[config.mk]
export PLATFORM = sky130hd
export DESIGN_NAME = uart_tx_feeder
export DESIGN_NICKNAME = d
export VERILOG_FILES = /design/src/rtl/uart_tx_feeder.sv
export SDC_FILE = /design/constraint.sdc
export NUM_CORES = 1
export LEC_CHECK = 0
export CORE_ASPECT_RATIO = 0.6
export CORE_MARGIN = 8
export CORE_UTILIZATION = 50
export CTS_CLUSTER_DIAMETER = 80
export DETAILED_ROUTE_END_ITERATION = 7
export PLACE_DENSITY = 0.8
export RECOVER_POWER = 50
export SLEW_MARGIN = 10
export SYNTH_ARGS = -nofsm -noshare
export SYNTH_HDL_FRONTEND = slang
export SYNTH_SLANG_ARGS = --single-unit
[constraint.sdc]
create_clock -name baud_clock -period 6.6 [get_ports baud_clock]
set_input_delay 1.32 -clock baud_clock [delete_from_list [all_inputs] [get_ports baud_clock]]
set_output_delay 1.32 -clock baud_clock [all_outputs]
set_load 0.005 [all_outputs]
[src/rtl/uart_tx_feeder.sv]
// Byte FIFO that feeds a UART transmitter through a trans_en / tx_busy handshake.
// One byte is in flight at a time; it is popped once the transmitter reports busy.
module uart_tx_feeder #(
  parameter int DEPTH  = 16,
  parameter int ADDR_W = 4
) (
  input  logic              baud_clock,
  input  logic              reset_n,
  input  logic              wr_en,
  input  logic [7:0]        wr_data,
  input  logic              tx_enable,
  input  logic              ovf_clr,
  input  logic              tx_busy,
  output logic              trans_en,
  output logic [7:0]        data_out,
  output logic              full,
  output logic              empty,
  output logic [ADDR_W:0]   level,
  output logic              overflow,
  output logic [15:0]       sent_count
);

  typedef enum logic [1:0] {
    IDLE      = 2'd0,
    REQ       = 2'd1,
    WAIT_DONE = 2'd2
  } state_t;

  localparam logic [ADDR_W:0] DEPTH_L = (ADDR_W+1)'(DEPTH);

  state_t              state_reg, state_next;
  logic [7:0]          mem [DEPTH];
  logic [ADDR_W-1:0]   wr_ptr_reg, rd_ptr_reg;
  logic [ADDR_W:0]     level_reg, level_next;
  logic                trans_en_reg, trans_en_next;
  logic [7:0]          data_out_reg;
  logic                overflow_reg, overflow_next;
  logic [15:0]         sent_count_reg;
  logic                full_w, empty_w;
  logic                push, drop, pop, load_byte;

  assign full_w  = (level_reg == DEPTH_L);
  assign empty_w = (level_reg == '0);
  // A write into a full FIFO is dropped even when a pop frees a slot this cycle.
  assign push    = wr_en && !full_w;
  assign drop    = wr_en && full_w;

  always_comb begin
    state_next    = state_reg;
    trans_en_next = 1'b0;
    load_byte     = 1'b0;
    pop           = 1'b0;
    case (state_reg)
      IDLE: begin
        if (tx_enable && !empty_w) begin
          state_next    = REQ;
          trans_en_next = 1'b1;
          load_byte     = 1'b1;
        end
      end
      REQ: begin
        if (tx_busy) begin
          state_next = WAIT_DONE;
          pop        = 1'b1;
        end else begin
          trans_en_next = 1'b1;
        end
      end
      WAIT_DONE: begin
        if (!tx_busy) begin
          if (tx_enable && !empty_w) begin
            state_next    = REQ;
            trans_en_next = 1'b1;
            load_byte     = 1'b1;
          end else begin
            state_next = IDLE;
          end
        end
      end
      default: begin
        state_next    = IDLE;
        trans_en_next = 1'b0;
      end
    endcase
  end

  always_comb begin
    level_next = level_reg;
    case ({push, pop})
      2'b10:   level_next = level_reg + (ADDR_W+1)'(1);
      2'b01:   level_next = level_reg - (ADDR_W+1)'(1);
      default: level_next = level_reg;
    endcase
  end

  always_comb begin
    overflow_next = overflow_reg;
    if (drop) begin
      overflow_next = 1'b1;
    end else if (ovf_clr) begin
      overflow_next = 1'b0;
    end
  end

  // Storage carries no reset so it maps onto block RAM.
  always_ff @(posedge baud_clock) begin
    if (push) begin
      mem[wr_ptr_reg] <= wr_data;
    end
  end

  always_ff @(posedge baud_clock or negedge reset_n) begin
    if (!reset_n) begin
      state_reg      <= IDLE;
      wr_ptr_reg     <= '0;
      rd_ptr_reg     <= '0;
      level_reg      <= '0;
      trans_en_reg   <= 1'b0;
      data_out_reg   <= 8'h00;
      overflow_reg   <= 1'b0;
      sent_count_reg <= 16'h0000;
    end else begin
      state_reg    <= state_next;
      level_reg    <= level_next;
      trans_en_reg <= trans_en_next;
      overflow_reg <= overflow_next;
      if (push) begin
        wr_ptr_reg <= wr_ptr_reg + ADDR_W'(1);
      end
      if (pop) begin
        rd_ptr_reg     <= rd_ptr_reg + ADDR_W'(1);
        sent_count_reg <= sent_count_reg + 16'h0001;
      end
      if (load_byte) begin
        data_out_reg <= mem[rd_ptr_reg];
      end
    end
  end

  assign trans_en   = trans_en_reg;
  assign data_out   = data_out_reg;
  assign full       = full_w;
  assign empty      = empty_w;
  assign level      = level_reg;
  assign overflow   = overflow_reg;
  assign sent_count = sent_count_reg;

endmodule

==> run_summary.xml, run 1 <==
<?xml version="1.0" encoding="UTF-8"?>
<metrics>
  <group name="run_status">
    <metric name="status" unit="">finished, violations left</metric>
    <metric name="failed_checks" unit="">max-capacitance violations, max-slew violations</metric>
  </group>
  <group name="synthesis">
    <metric name="sequential_area_share_after_synthesis" unit="">0.709</metric>
    <metric name="postSynth.asyncResetShare" unit="">0.243</metric>
    <metric name="postSynthAreaPerCell" unit="µm²">17.6</metric>
    <metric name="netlist_instances" unit="">390</metric>
    <metric name="most_frequent_cells_after_synthesis" unit="">128 x sky130_fd_sc_hd__edfxtp_1, 41 x sky130_fd_sc_hd__dfrtp_1, 32 x sky130_fd_sc_hd__mux4_2</metric>
    <metric name="muxShareOfSynthArea" unit="">0.118</metric>
    <metric name="synth_edf_count" unit="">128</metric>
    <metric name="synth.lib_cells_used.distinct" unit="">45</metric>
    <metric name="top_cells_by_area_synth" unit="">sky130_fd_sc_hd__edfxtp_1 56%, sky130_fd_sc_hd__dfrtp_1 15%, sky130_fd_sc_hd__mux4_2 10%, sky130_fd_sc_hd__xnor2_1 2.0%, sky130_fd_sc_hd__ha_1 1.8%</metric>
    <metric name="synth.net_count" unit="">414</metric>
    <metric name="synth.yosys.warnings" unit="">0</metric>
    <metric name="synth_top_family_by_area" unit="">multiplexers</metric>
    <metric name="yosys.area_share.xor_xnor" unit="">0.0331</metric>
    <metric name="synth_area_in_compound_gates" unit="">0.0448</metric>
    <metric name="post_synth_and_or_nand_nor_area_fraction" unit="">0.0557</metric>
    <metric name="synth_flop_cell" unit="">sky130_fd_sc_hd__edfxtp_1</metric>
    <metric name="synth_largest_area_cell" unit="">sky130_fd_sc_hd__edfxtp_1</metric>
    <metric name="synth_most_common_cell" unit="">sky130_fd_sc_hd__edfxtp_1</metric>
    <metric name="yosys.area.top_type_share" unit="">0.559</metric>
    <metric name="synth-adder-area-share" unit="">0.0182</metric>
    <metric name="yosys_register_bits" unit="">169</metric>
    <metric name="summed_instance_area_of_the_synthesized_netlist" unit="mm²">0.00687</metric>
  </group>
  <group name="route">
    <metric name="drc" unit="">0</metric>
    <metric name="route.antenna.remaining_nets" unit="">0</metric>
    <metric name="drt-pass1-iter-count" unit="">5</metric>
    <metric name="routed_via_density" unit="">5.90</metric>
    <metric name="routed-via-count" unit="">3693</metric>
    <metric name="routed_wirelength" unit="µm">14200</metric>
    <metric name="drt_iter0_markers" unit="">425</metric>
    <metric name="routed_wire_length_per_instance" unit="µm">22.7</metric>
  </group>
  <group name="timing">
    <metric name="worst-slew-pin-transition" unit="ns">2.32</metric>
    <metric name="worst_hold_slack" unit="ns">0.468</metric>
    <metric name="fin_crit_sh" unit="">0.628</metric>
    <metric name="layout_min_cycle_time" unit="ns">4.14</metric>
    <metric name="final_max_slew_viol_count" unit="">61</metric>
    <metric name="finalHoldViolCount" unit="">0</metric>
    <metric name="clock.fmax" unit="MHz">241</metric>
    <metric name="final-setup-viol-count" unit="">0</metric>
    <metric name="final_setup_margin" unit="ns">2.46</metric>
    <metric name="fin_skew" unit="ns">0.00881</metric>
    <metric name="max-slew-margin-rel" unit="">-0.550</metric>
    <metric name="setup-tns-final" unit="ns">0</metric>
    <metric name="grt_setup_unrepaired" unit="">no</metric>
  </group>
  <group name="floorplan">
    <metric name="floorplan.io_pins" unit="">47</metric>
    <metric name="die-width" unit="µm">167</metric>
    <metric name="coreArea" unit="mm²">0.0135</metric>
    <metric name="fp-row-count" unit="">33</metric>
    <metric name="initial_core_util" unit="">0.507</metric>
    <metric name="dieHeight" unit="µm">107</metric>
    <metric name="die-area" unit="mm²">0.0179</metric>
  </group>
  <group name="power_and_ir_drop">
    <metric name="vdd.ir_drop.worst" unit="V">0.000244</metric>
    <metric name="power.total" unit="W">0.00336</metric>
    <metric name="pwrdens" unit="mW/mm²">419</metric>
    <metric name="cellLeakagePower" unit="nW">2.86</metric>
  </group>
  <group name="layout">
    <metric name="num-nets-final" unit="">462</metric>
    <metric name="share_of_final_layout_standard_cells_stronger_than_drive_strength_1" unit="">0.162</metric>
    <metric name="fillCellCount" unit="">952</metric>
    <metric name="syn2layout_area_growth" unit="%">16.5</metric>
    <metric name="n_antenna_cell" unit="">0</metric>
    <metric name="postLayoutCellArea" unit="mm²">0.00801</metric>
    <metric name="largest_register_ffs" unit="">128</metric>
  </group>
  <group name="global_routing">
    <metric name="grt_pass1_vias" unit="">3772</metric>
    <metric name="antenna_found_initial" unit="">0</metric>
    <metric name="gr_ovfl_total" unit="">0</metric>
    <metric name="grtUsageTotal" unit="">0.166</metric>
    <metric name="wire_length_of_the_first_global_routing_pass" unit="µm">22100</metric>
    <metric name="grt_start_max_net_pins" unit="">42</metric>
  </group>
  <group name="critical_path">
    <metric name="timing.setup.critical_path_class" unit="">in -&gt; reg</metric>
    <metric name="launch_point_of_the_worst_path" unit="">wr_en</metric>
    <metric name="cpLargestDelayFamily" unit="">compound AO/OA/AOI/OAI gates</metric>
    <metric name="end_kind" unit="">flip-flop</metric>
    <metric name="worst_setup_path_start_kind" unit="">input port</metric>
    <metric name="critPathArrivalTime" unit="ns">4.44</metric>
    <metric name="critical_path.max_stage_delay" unit="ns">0.82</metric>
    <metric name="crit_required" unit="ns">6.89</metric>
    <metric name="worstReg2RegEnd" unit="">level[4]</metric>
    <metric name="reg2reg_depth" unit="">10</metric>
    <metric name="crit_path_end" unit="">level[4]</metric>
    <metric name="critical_path.cell_chain" unit="">dlygate4sd3_1, a21boi_0, inv_1, ha_1, xor2_1, ha_1, o211a_1, o31ai_1, a31oi_1, xor2_1</metric>
    <metric name="buffers_and_inverters_on_the_worst_path" unit="">2</metric>
    <metric name="r2r-start" unit="">level[1]</metric>
    <metric name="worst-path-stages" unit="">10</metric>
    <metric name="ff2ff_setup_slack" unit="ns">3.26</metric>
    <metric name="critical_path.slowest_cell" unit="">sky130_fd_sc_hd__a21boi_0</metric>
    <metric name="worstPathMaxFanout" unit="">9</metric>
  </group>
  <group name="cts">
    <metric name="tritoncts" unit="">built</metric>
    <metric name="cts_hold_buffers_added" unit="">0</metric>
    <metric name="cts_num_sinks" unit="">169</metric>
    <metric name="cts_made_buffers" unit="">17</metric>
    <metric name="resized_after_cts" unit="">0</metric>
    <metric name="clk_pin_slew" unit="ns">0.06</metric>
    <metric name="cts_root_buffer" unit="">sky130_fd_sc_hd__clkbuf_16</metric>
    <metric name="clockBufferDepth" unit="">2</metric>
    <metric name="cts_max_level" unit="">4</metric>
    <metric name="post-cts-setup-buffer-count" unit="">0</metric>
    <metric name="worst_skew_pair.late_latency" unit="ns">0.42</metric>
  </group>
  <group name="run">
    <metric name="number_of_maximum_capacitance_violations" unit="">2</metric>
  </group>
  <group name="placement">
    <metric name="buffers_added_on_ports" unit="">46</metric>
    <metric name="place_congestion" unit="">0.833</metric>
    <metric name="postPlaceCellArea" unit="mm²">0.00745</metric>
    <metric name="detailedPlacementHpwl" unit="µm">9330</metric>
    <metric name="placement_setup_slack" unit="ns">2.66</metric>
  </group>
  <group name="worst_hold_path">
    <metric name="min_path_type" unit="">reg -&gt; reg</metric>
  </group>
</metrics>
==> how the worst min path moves through the flow <==
stage	from	end	slack, ns	cells past startpoint
detailed placement	sent_count[15]	sent_count[15]	0.47	1
finish	sent_count[15]	sent_count[15]	0.47	1
global route	sent_count[15]	sent_count[15]	0.49	1
global placement	sent_count[15]	sent_count[15]	0.46	1
floorplan	sent_count[15]	sent_count[15]	0.46	1
CTS	sent_count[15]	sent_count[15]	0.47	1
==> logic make-up (layout without fill, tap and decap cells) <==
group,after synthesis,count (layout)
adder cells (fa/ha/maj),10,10
multiplexers,41,41
AO/OA/AOI/OAI,42,42
flip-flops,169,169
XOR/XNOR,26,26
AND/OR/NAND/NOR,74,74
buffers and inverters,28,89
==> worst register-to-register path, delay by kind of cell, from the launching register on <==
family          cells  cell delay [ns]
fa+ha+maj           2             0.62
simple gates        1             0.13
buf+inv             1             0.19
xor+xnor            2             0.36
flops               1             0.50
compound gates      4             1.41
==> per-layer routing <==
layer	vias up	wire (µm)	track usage
met5	-	0	0
met4	0	158	0.0533
met3	16	1300	0.0576
met2	156	6520	0.236
met1	1909	6260	0.235
li1	1612	-	-
==> power by group <==
group / switching (W) / internal (W) / leakage, nW / total, W
clock network: 0.000398 / 0.000563 / 0.294 / 0.000961
registers: 0.000177 / 0.00132 / 1.67 / 0.00149
logic: 0.000445 / 0.000459 / 0.893 / 0.000904
total: 0.00102 / 0.00234 / 2.86 / 0.00336
==> cells in the final DEF, fill, tap and decap left out, types with 4 or more instances in the layout <==
cell,n
sky130_fd_sc_hd__clkbuf_8,5
sky130_fd_sc_hd__a211oi_1,8
sky130_fd_sc_hd__xor2_1,10
sky130_fd_sc_hd__a21o_1,8
sky130_fd_sc_hd__nand2_1,21
sky130_fd_sc_hd__o22ai_1,8
sky130_fd_sc_hd__inv_1,9
sky130_fd_sc_hd__dfrtp_1,40
sky130_fd_sc_hd__clkbuf_16,18
sky130_fd_sc_hd__nand2b_1,5
sky130_fd_sc_hd__ha_1,10
sky130_fd_sc_hd__nor3_2,4
sky130_fd_sc_hd__dlygate4sd3_1,11
sky130_fd_sc_hd__o21ai_0,6
sky130_fd_sc_hd__a21oi_1,4
sky130_fd_sc_hd__nand3_1,4
sky130_fd_sc_hd__xnor2_1,16
sky130_fd_sc_hd__mux4_2,32
sky130_fd_sc_hd__inv_4,4
sky130_fd_sc_hd__clkdlybuf4s50_1,34
sky130_fd_sc_hd__nand4_1,4
sky130_fd_sc_hd__nor2_1,20
sky130_fd_sc_hd__edfxtp_1,128
sky130_fd_sc_hd__mux2i_1,8
==> cell type report <==
| cell class | instances | area [µm²] | area share |
|---|---|---|---|
| flip-flops and latches | 169 | 4870 | 0.608 |
| multi-input cells | 193 | 1830 | 0.229 |
| clock buffers | 25 | 531 | 0.0663 |
| repair buffers | 48 | 469 | 0.0586 |
| well taps | 175 | 219 | 0.0273 |
| clock inverters | 7 | 51.3 | 0.00641 |
| inverters | 9 | 33.8 | 0.00422 |
==> through the flow <==
stage,util,cells
floorplan,-,390
global placement,0.550,594
detailed placement,0.550,594
CTS,0.593,626
global route,0.591,626
finish,0.591,626
No activity file was read; power rests on OpenSTA's default activity.
==> inputs of run 2 (changes only) <==
PLACE_DENSITY = 0.83   (was 0.8)
clock period = 3.45 ns   (was 6.6 ns; I/O delays follow)
==> run_summary.xml, run 2 (synthesis gave the netlist of run 1 again) <==
<?xml version="1.0" encoding="UTF-8"?>
<metrics>
  <group name="timing">
    <metric name="grt_setup_unrepaired" unit="">no</metric>
    <metric name="worst-slew-pin-transition" unit="ns">2.31</metric>
    <metric name="clock.fmax" unit="MHz">337</metric>
    <metric name="fin_skew" unit="ns">0.0124</metric>
    <metric name="max-slew-margin-rel" unit="">-0.540</metric>
    <metric name="final-setup-viol-count" unit="">0</metric>
    <metric name="fin_crit_sh" unit="">0.861</metric>
    <metric name="final_max_slew_viol_count" unit="">42</metric>
    <metric name="setup-tns-final" unit="ns">0</metric>
    <metric name="layout_min_cycle_time" unit="ns">2.97</metric>
    <metric name="worst_hold_slack" unit="ns">0.467</metric>
    <metric name="finalHoldViolCount" unit="">0</metric>
  </group>
  <group name="run">
    <metric name="number_of_maximum_capacitance_violations" unit="">1</metric>
  </group>
  <group name="layout">
    <metric name="n_antenna_cell" unit="">0</metric>
    <metric name="share_of_final_layout_standard_cells_stronger_than_drive_strength_1" unit="">0.192</metric>
    <metric name="largest_register_ffs" unit="">128</metric>
    <metric name="fillCellCount" unit="">968</metric>
    <metric name="syn2layout_area_growth" unit="%">18.9</metric>
    <metric name="top_library_cells_by_usage_in_the_layout_fill_and_taps_aside" unit="">128 x sky130_fd_sc_hd__edfxtp_1, 40 x sky130_fd_sc_hd__dfrtp_1, 36 x sky130_fd_sc_hd__clkdlybuf4s50_1</metric>
    <metric name="mostFrequentLayoutCell" unit="">sky130_fd_sc_hd__edfxtp_1</metric>
    <metric name="num-nets-final" unit="">480</metric>
    <metric name="final_core_util" unit="">0.603</metric>
    <metric name="post_layout_nonfiller_instances" unit="">644</metric>
    <metric name="multi_input_area" unit="mm²">0.00184</metric>
    <metric name="regArea" unit="mm²">0.00487</metric>
  </group>
  <group name="critical_path">
    <metric name="worstPathMaxFanout" unit="">9</metric>
    <metric name="critical_path.slowest_cell" unit="">sky130_fd_sc_hd__dlygate4sd3_1</metric>
    <metric name="r2r-start" unit="">level[1]</metric>
    <metric name="worstReg2RegEnd" unit="">level[4]</metric>
    <metric name="reg2reg_depth" unit="">10</metric>
    <metric name="critical_path.max_stage_delay" unit="ns">0.66</metric>
    <metric name="timing.setup.critical_path_class" unit="">in -&gt; reg</metric>
    <metric name="ff2ff_setup_slack" unit="ns">0.76</metric>
    <metric name="worst_setup_path_start_kind" unit="">input port</metric>
    <metric name="critPathArrivalTime" unit="ns">3.27</metric>
    <metric name="critical_path.cell_chain" unit="">dlygate4sd3_1, nand3b_1, inv_1, ha_1, xor2_1, ha_1, o211a_1, o31ai_1, a31oi_1, xor2_1</metric>
    <metric name="end_kind" unit="">flip-flop</metric>
    <metric name="crit_required" unit="ns">3.75</metric>
  </group>
  <group name="cts">
    <metric name="post-cts-setup-buffer-count" unit="">0</metric>
    <metric name="cts_hold_buffers_added" unit="">0</metric>
    <metric name="cts_num_sinks" unit="">169</metric>
    <metric name="worst_skew_pair.late_latency" unit="ns">0.43</metric>
    <metric name="resized_after_cts" unit="">0</metric>
    <metric name="clk_pin_slew" unit="ns">0.07</metric>
    <metric name="clockBufferDepth" unit="">2</metric>
    <metric name="cts_max_level" unit="">4</metric>
    <metric name="cts_made_buffers" unit="">17</metric>
    <metric name="cts_root_buffer" unit="">sky130_fd_sc_hd__clkbuf_16</metric>
    <metric name="tritoncts" unit="">built</metric>
  </group>
  <group name="placement">
    <metric name="buffers_added_on_ports" unit="">46</metric>
    <metric name="detailedPlacementHpwl" unit="µm">9490</metric>
    <metric name="dpl.cell_count" unit="">612</metric>
    <metric name="place_congestion" unit="">0.822</metric>
  </group>
  <group name="worst_hold_path">
    <metric name="hold_start" unit="">sent_count[15]</metric>
    <metric name="timing.hold.worst_path_depth" unit="">1</metric>
    <metric name="holdPathEnd" unit="">sent_count[15]</metric>
    <metric name="min_path_type" unit="">reg -&gt; reg</metric>
  </group>
  <group name="power_and_ir_drop">
    <metric name="clock_power_share" unit="">0.285</metric>
    <metric name="cellInternalPower" unit="W">0.00448</metric>
    <metric name="power_frac_comb" unit="">0.275</metric>
    <metric name="power.total" unit="W">0.00653</metric>
    <metric name="cellLeakagePower" unit="nW">2.95</metric>
    <metric name="power.net_switching" unit="W">0.00205</metric>
    <metric name="vdd.ir_drop.worst" unit="V">0.000380</metric>
    <metric name="net_switching_share_of_the_total_power" unit="">0.314</metric>
    <metric name="power_frac_seq" unit="">0.440</metric>
    <metric name="pwrdens" unit="mW/mm²">799</metric>
  </group>
  <group name="route">
    <metric name="route.antenna.remaining_nets" unit="">0</metric>
    <metric name="routed_via_density" unit="">5.84</metric>
    <metric name="routed_wire_length_per_instance" unit="µm">22.5</metric>
    <metric name="drt-pass1-iter-count" unit="">5</metric>
    <metric name="routed-via-count" unit="">3759</metric>
    <metric name="routed_wirelength" unit="µm">14500</metric>
    <metric name="drt_iter0_markers" unit="">346</metric>
    <metric name="drc" unit="">0</metric>
  </group>
  <group name="floorplan">
    <metric name="coreArea" unit="mm²">0.0135</metric>
    <metric name="dieHeight" unit="µm">107</metric>
    <metric name="die-width" unit="µm">167</metric>
    <metric name="floorplan.io_pins" unit="">47</metric>
    <metric name="initial_core_util" unit="">0.507</metric>
    <metric name="die-area" unit="mm²">0.0179</metric>
    <metric name="fp-row-count" unit="">33</metric>
  </group>
  <group name="global_routing">
    <metric name="wire_length_of_the_first_global_routing_pass" unit="µm">22500</metric>
    <metric name="antenna_found_initial" unit="">0</metric>
    <metric name="grtUsageTotal" unit="">0.168</metric>
    <metric name="gr_ovfl_total" unit="">0</metric>
    <metric name="grt_pass1_vias" unit="">3975</metric>
    <metric name="grt_start_max_net_pins" unit="">42</metric>
  </group>
  <group name="run_status">
    <metric name="failed_checks" unit="">max-capacitance violations, max-slew violations</metric>
    <metric name="status" unit="">finished, violations left</metric>
  </group>
</metrics>
## run 2: power by group through the flow
stage / Sequential [W] / Clock [W] / Combinational [W]
after detailed placement: 0.00291 / 0 / 0.00180
final: 0.00287 / 0.00186 / 0.00179
after CTS: 0.00287 / 0.00189 / 0.00182
after floorplan: 0.00271 / 0 / 0.00130
after global placement: 0.00288 / 0 / 0.00173
after global routing: 0.00291 / 0.00197 / 0.00193
## run 2: metal layers
metal  wire length [µm]  share of wire  GRT usage
met5                  0              0          0
met2               6770           0.47      0.260
met3                960          0.066     0.0451
met4                219          0.015     0.0672
met1               6510           0.45      0.224
## run 2: worst max path at each step
stage | startpoint | end | slack (ns) | depth (start not counted)
floorplan | level[1] | level[4] | 0.85 | 12
global placement | tx_busy | level[4] | 0.48 | 10
detailed placement | tx_busy | level[4] | 0.37 | 10
CTS | level[1] | empty | 0.62 | 3
global route | tx_busy | level[4] | 0.31 | 10
finish | tx_busy | level[4] | 0.48 | 10
## run 2: layout make-up
cell class,instances,share of cell area
multi-input cells,193,0.226
well taps,175,0.0268
clock inverters,13,0.0145
clock buffers,19,0.0568
repair buffers,66,0.0761
inverters,9,0.00413
flip-flops and latches,169,0.596
## run 2: per-stage QoR
| step | setup slack, ns | area (µm²) |
|---|---|---|
| 2_1_floorplan | 0.846 | 6870 |
| 3_3_place_gp | 0.480 | 7610 |
| 3_5_place_dp | 0.367 | 7610 |
| 4_1_cts | 0.618 | 8190 |
| 5_1_grt | 0.311 | 8170 |
| 6_report | 0.479 | 8170 |
## run 2: critical path, delay by kind of cell
kind / cells / cell delay, ns
fa+ha+maj: 2 / 0.59
buf+inv: 2 / 0.84
compound gates: 3 / 0.55
simple gates: 1 / 0.32
xor+xnor: 2 / 0.28
==> inputs of run 3 (changes only) <==
CAP_MARGIN = 40   (was default)
CORE_UTILIZATION = 40   (was 50)
PLACE_DENSITY = 0.71   (was 0.83)
==> run_summary.xml, run 3 (synthesis gave the netlist of run 1 again) <==
<?xml version="1.0" encoding="UTF-8"?>
<metrics>
  <group name="floorplan">
    <metric name="fp-row-count" unit="">37</metric>
    <metric name="coreArea" unit="mm²">0.0170</metric>
    <metric name="dieHeight" unit="µm">118</metric>
    <metric name="die-width" unit="µm">185</metric>
    <metric name="floorplan.io_pins" unit="">47</metric>
    <metric name="die-area" unit="mm²">0.0218</metric>
    <metric name="initial_core_util" unit="">0.404</metric>
  </group>
  <group name="timing">
    <metric name="layout_min_cycle_time" unit="ns">2.91</metric>
    <metric name="final_max_slew_viol_count" unit="">37</metric>
    <metric name="clock.fmax" unit="MHz">343</metric>
    <metric name="worst_hold_slack" unit="ns">0.102</metric>
    <metric name="max-slew-margin-rel" unit="">-0.290</metric>
    <metric name="final-setup-viol-count" unit="">0</metric>
    <metric name="grt_setup_unrepaired" unit="">no</metric>
    <metric name="finalHoldViolCount" unit="">0</metric>
    <metric name="fin_skew" unit="ns">0.0121</metric>
    <metric name="worst-slew-pin-transition" unit="ns">1.93</metric>
    <metric name="fin_crit_sh" unit="">0.845</metric>
    <metric name="setup-tns-final" unit="ns">0</metric>
  </group>
  <group name="power_and_ir_drop">
    <metric name="cellLeakagePower" unit="nW">2.96</metric>
    <metric name="clock_power_share" unit="">0.285</metric>
    <metric name="power_frac_comb" unit="">0.277</metric>
    <metric name="net_switching_share_of_the_total_power" unit="">0.319</metric>
    <metric name="power_frac_seq" unit="">0.439</metric>
    <metric name="cellInternalPower" unit="W">0.00445</metric>
    <metric name="vdd.ir_drop.worst" unit="V">0.000317</metric>
    <metric name="pwrdens" unit="mW/mm²">790</metric>
    <metric name="power.net_switching" unit="W">0.00208</metric>
  </group>
  <group name="global_routing">
    <metric name="antenna_found_initial" unit="">0</metric>
    <metric name="grt_pass1_vias" unit="">3766</metric>
    <metric name="wire_length_of_the_first_global_routing_pass" unit="µm">22700</metric>
    <metric name="grtUsageTotal" unit="">0.139</metric>
    <metric name="gr_ovfl_total" unit="">0</metric>
    <metric name="grt_start_max_net_pins" unit="">37</metric>
  </group>
  <group name="critical_path">
    <metric name="worst_setup_path_start_kind" unit="">input port</metric>
    <metric name="reg2reg_depth" unit="">10</metric>
    <metric name="end_kind" unit="">flip-flop</metric>
    <metric name="worstPathMaxFanout" unit="">9</metric>
    <metric name="launch_point_of_the_worst_path" unit="">tx_busy</metric>
    <metric name="timing.setup.critical_path_class" unit="">in -&gt; reg</metric>
    <metric name="r2r-start" unit="">level[1]</metric>
    <metric name="crit_required" unit="ns">3.74</metric>
    <metric name="critPathArrivalTime" unit="ns">3.21</metric>
  </group>
  <group name="route">
    <metric name="drc" unit="">0</metric>
    <metric name="drt_iter0_markers" unit="">342</metric>
    <metric name="routed_wire_length_per_instance" unit="µm">20.5</metric>
    <metric name="routed_via_density" unit="">5.32</metric>
    <metric name="route.antenna.remaining_nets" unit="">0</metric>
    <metric name="drt-pass1-iter-count" unit="">5</metric>
    <metric name="routed-via-count" unit="">3759</metric>
    <metric name="routed_wirelength" unit="µm">14500</metric>
  </group>
  <group name="layout">
    <metric name="top_library_cells_by_usage_in_the_layout_fill_and_taps_aside" unit="">128 x sky130_fd_sc_hd__edfxtp_1, 40 x sky130_fd_sc_hd__dfrtp_1, 36 x sky130_fd_sc_hd__clkdlybuf4s50_1</metric>
    <metric name="syn2layout_area_growth" unit="%">20.3</metric>
    <metric name="final_core_util" unit="">0.486</metric>
    <metric name="mostFrequentLayoutCell" unit="">sky130_fd_sc_hd__edfxtp_1</metric>
    <metric name="n_antenna_cell" unit="">0</metric>
    <metric name="largest_register_ffs" unit="">128</metric>
    <metric name="share_of_final_layout_standard_cells_stronger_than_drive_strength_1" unit="">0.193</metric>
    <metric name="num-nets-final" unit="">483</metric>
  </group>
  <group name="cts">
    <metric name="cts_num_sinks" unit="">169</metric>
    <metric name="post-cts-setup-buffer-count" unit="">0</metric>
    <metric name="clockBufferDepth" unit="">2</metric>
    <metric name="cts_max_level" unit="">4</metric>
    <metric name="resized_after_cts" unit="">0</metric>
    <metric name="cts_made_buffers" unit="">17</metric>
    <metric name="clk_pin_slew" unit="ns">0.08</metric>
    <metric name="tritoncts" unit="">built</metric>
    <metric name="cts_root_buffer" unit="">sky130_fd_sc_hd__clkbuf_16</metric>
    <metric name="worst_skew_pair.late_latency" unit="ns">0.43</metric>
    <metric name="cts_hold_buffers_added" unit="">0</metric>
  </group>
  <group name="placement">
    <metric name="place_congestion" unit="">0.802</metric>
    <metric name="detailedPlacementHpwl" unit="µm">10100</metric>
    <metric name="buffers_added_on_ports" unit="">46</metric>
  </group>
  <group name="run">
    <metric name="number_of_maximum_capacitance_violations" unit="">1</metric>
  </group>
  <group name="run_status">
    <metric name="failed_checks" unit="">max-capacitance violations, max-slew violations</metric>
    <metric name="status" unit="">finished, violations left</metric>
  </group>
  <group name="worst_hold_path">
    <metric name="min_path_type" unit="">in -&gt; async</metric>
  </group>
</metrics>
[run 3: cell count changes in the layout (fill, tap and decap cells not counted)]
cell and delta:
sky130_fd_sc_hd__clkinv_1 +1, sky130_fd_sc_hd__inv_4 -1, sky130_fd_sc_hd__clkbuf_1 +1, sky130_fd_sc_hd__clkinv_8 +3, sky130_fd_sc_hd__clkbuf_16 -1, sky130_fd_sc_hd__buf_12 -1, sky130_fd_sc_hd__buf_4 +2, sky130_fd_sc_hd__buf_8 +1
sky130_fd_sc_hd__inv_8 +1, sky130_fd_sc_hd__inv_6 -3
[run 3: power groups by stage]
stage          Combinational, W  Sequential [W]  Clock [W]
3_5_place_dp            0.00183         0.00291          0
5_1_grt                 0.00196         0.00291    0.00197
4_1_cts                 0.00184         0.00287    0.00189
3_3_place_gp            0.00174         0.00292          0
6_report                0.00181         0.00287    0.00186
2_1_floorplan           0.00130         0.00271          0
[run 3: critical path: stages]
cell and delay, ns:
sky130_fd_sc_hd__dlygate4sd3_1 0.65, sky130_fd_sc_hd__nand3b_1 0.32, sky130_fd_sc_hd__inv_1 0.17, sky130_fd_sc_hd__ha_1 0.35, sky130_fd_sc_hd__xor2_1 0.11, sky130_fd_sc_hd__ha_1 0.22
sky130_fd_sc_hd__o211a_1 0.23, sky130_fd_sc_hd__o31ai_1 0.21, sky130_fd_sc_hd__a31oi_1 0.09, sky130_fd_sc_hd__xor2_1 0.16
[run 3: path summary, 6_finish.rpt]
path | endpoint | slack [ns]
worst max-delay path | level[4] | 0.54
worst max register to register | level[4] | 0.80
max in group asynchronous | rd_ptr_reg[0] | 1.09
min in group baud_clock | sent_count[15] | 0.47
worst min-delay path | sent_count[2] | 0.10
worst min register to register | sent_count[15] | 0.47
[run 3: final cells by class]
type,instances,area [µm²]
clock buffers,18,439
clock inverters,14,150
fillers,1414,8720
inverters,9,33.8
multi-input cells,193,1840
flip-flops and latches,169,4870
well taps,234,293
repair buffers,69,636
[run 3: per-layer routing]
layer	track usage	wire (µm)	vias to the layer above
li1	-	-	1652
met4	0.0428	102	0
met3	0.0333	951	8
met1	0.215	7220	1982
met2	0.188	6200	117
met5	0	0	-
[run 3: stage by stage]
step,instances,total power [W],setup WS [ns],instance area (µm²)
3_5_place_dp,674,0.00474,0.363,7710
3_3_place_gp,672,0.00466,0.445,7680
2_1_floorplan,390,0.00401,0.846,6870
6_report,706,0.00653,0.536,8270
5_1_grt,706,0.00685,0.331,8270
4_1_cts,706,0.00661,0.626,8300
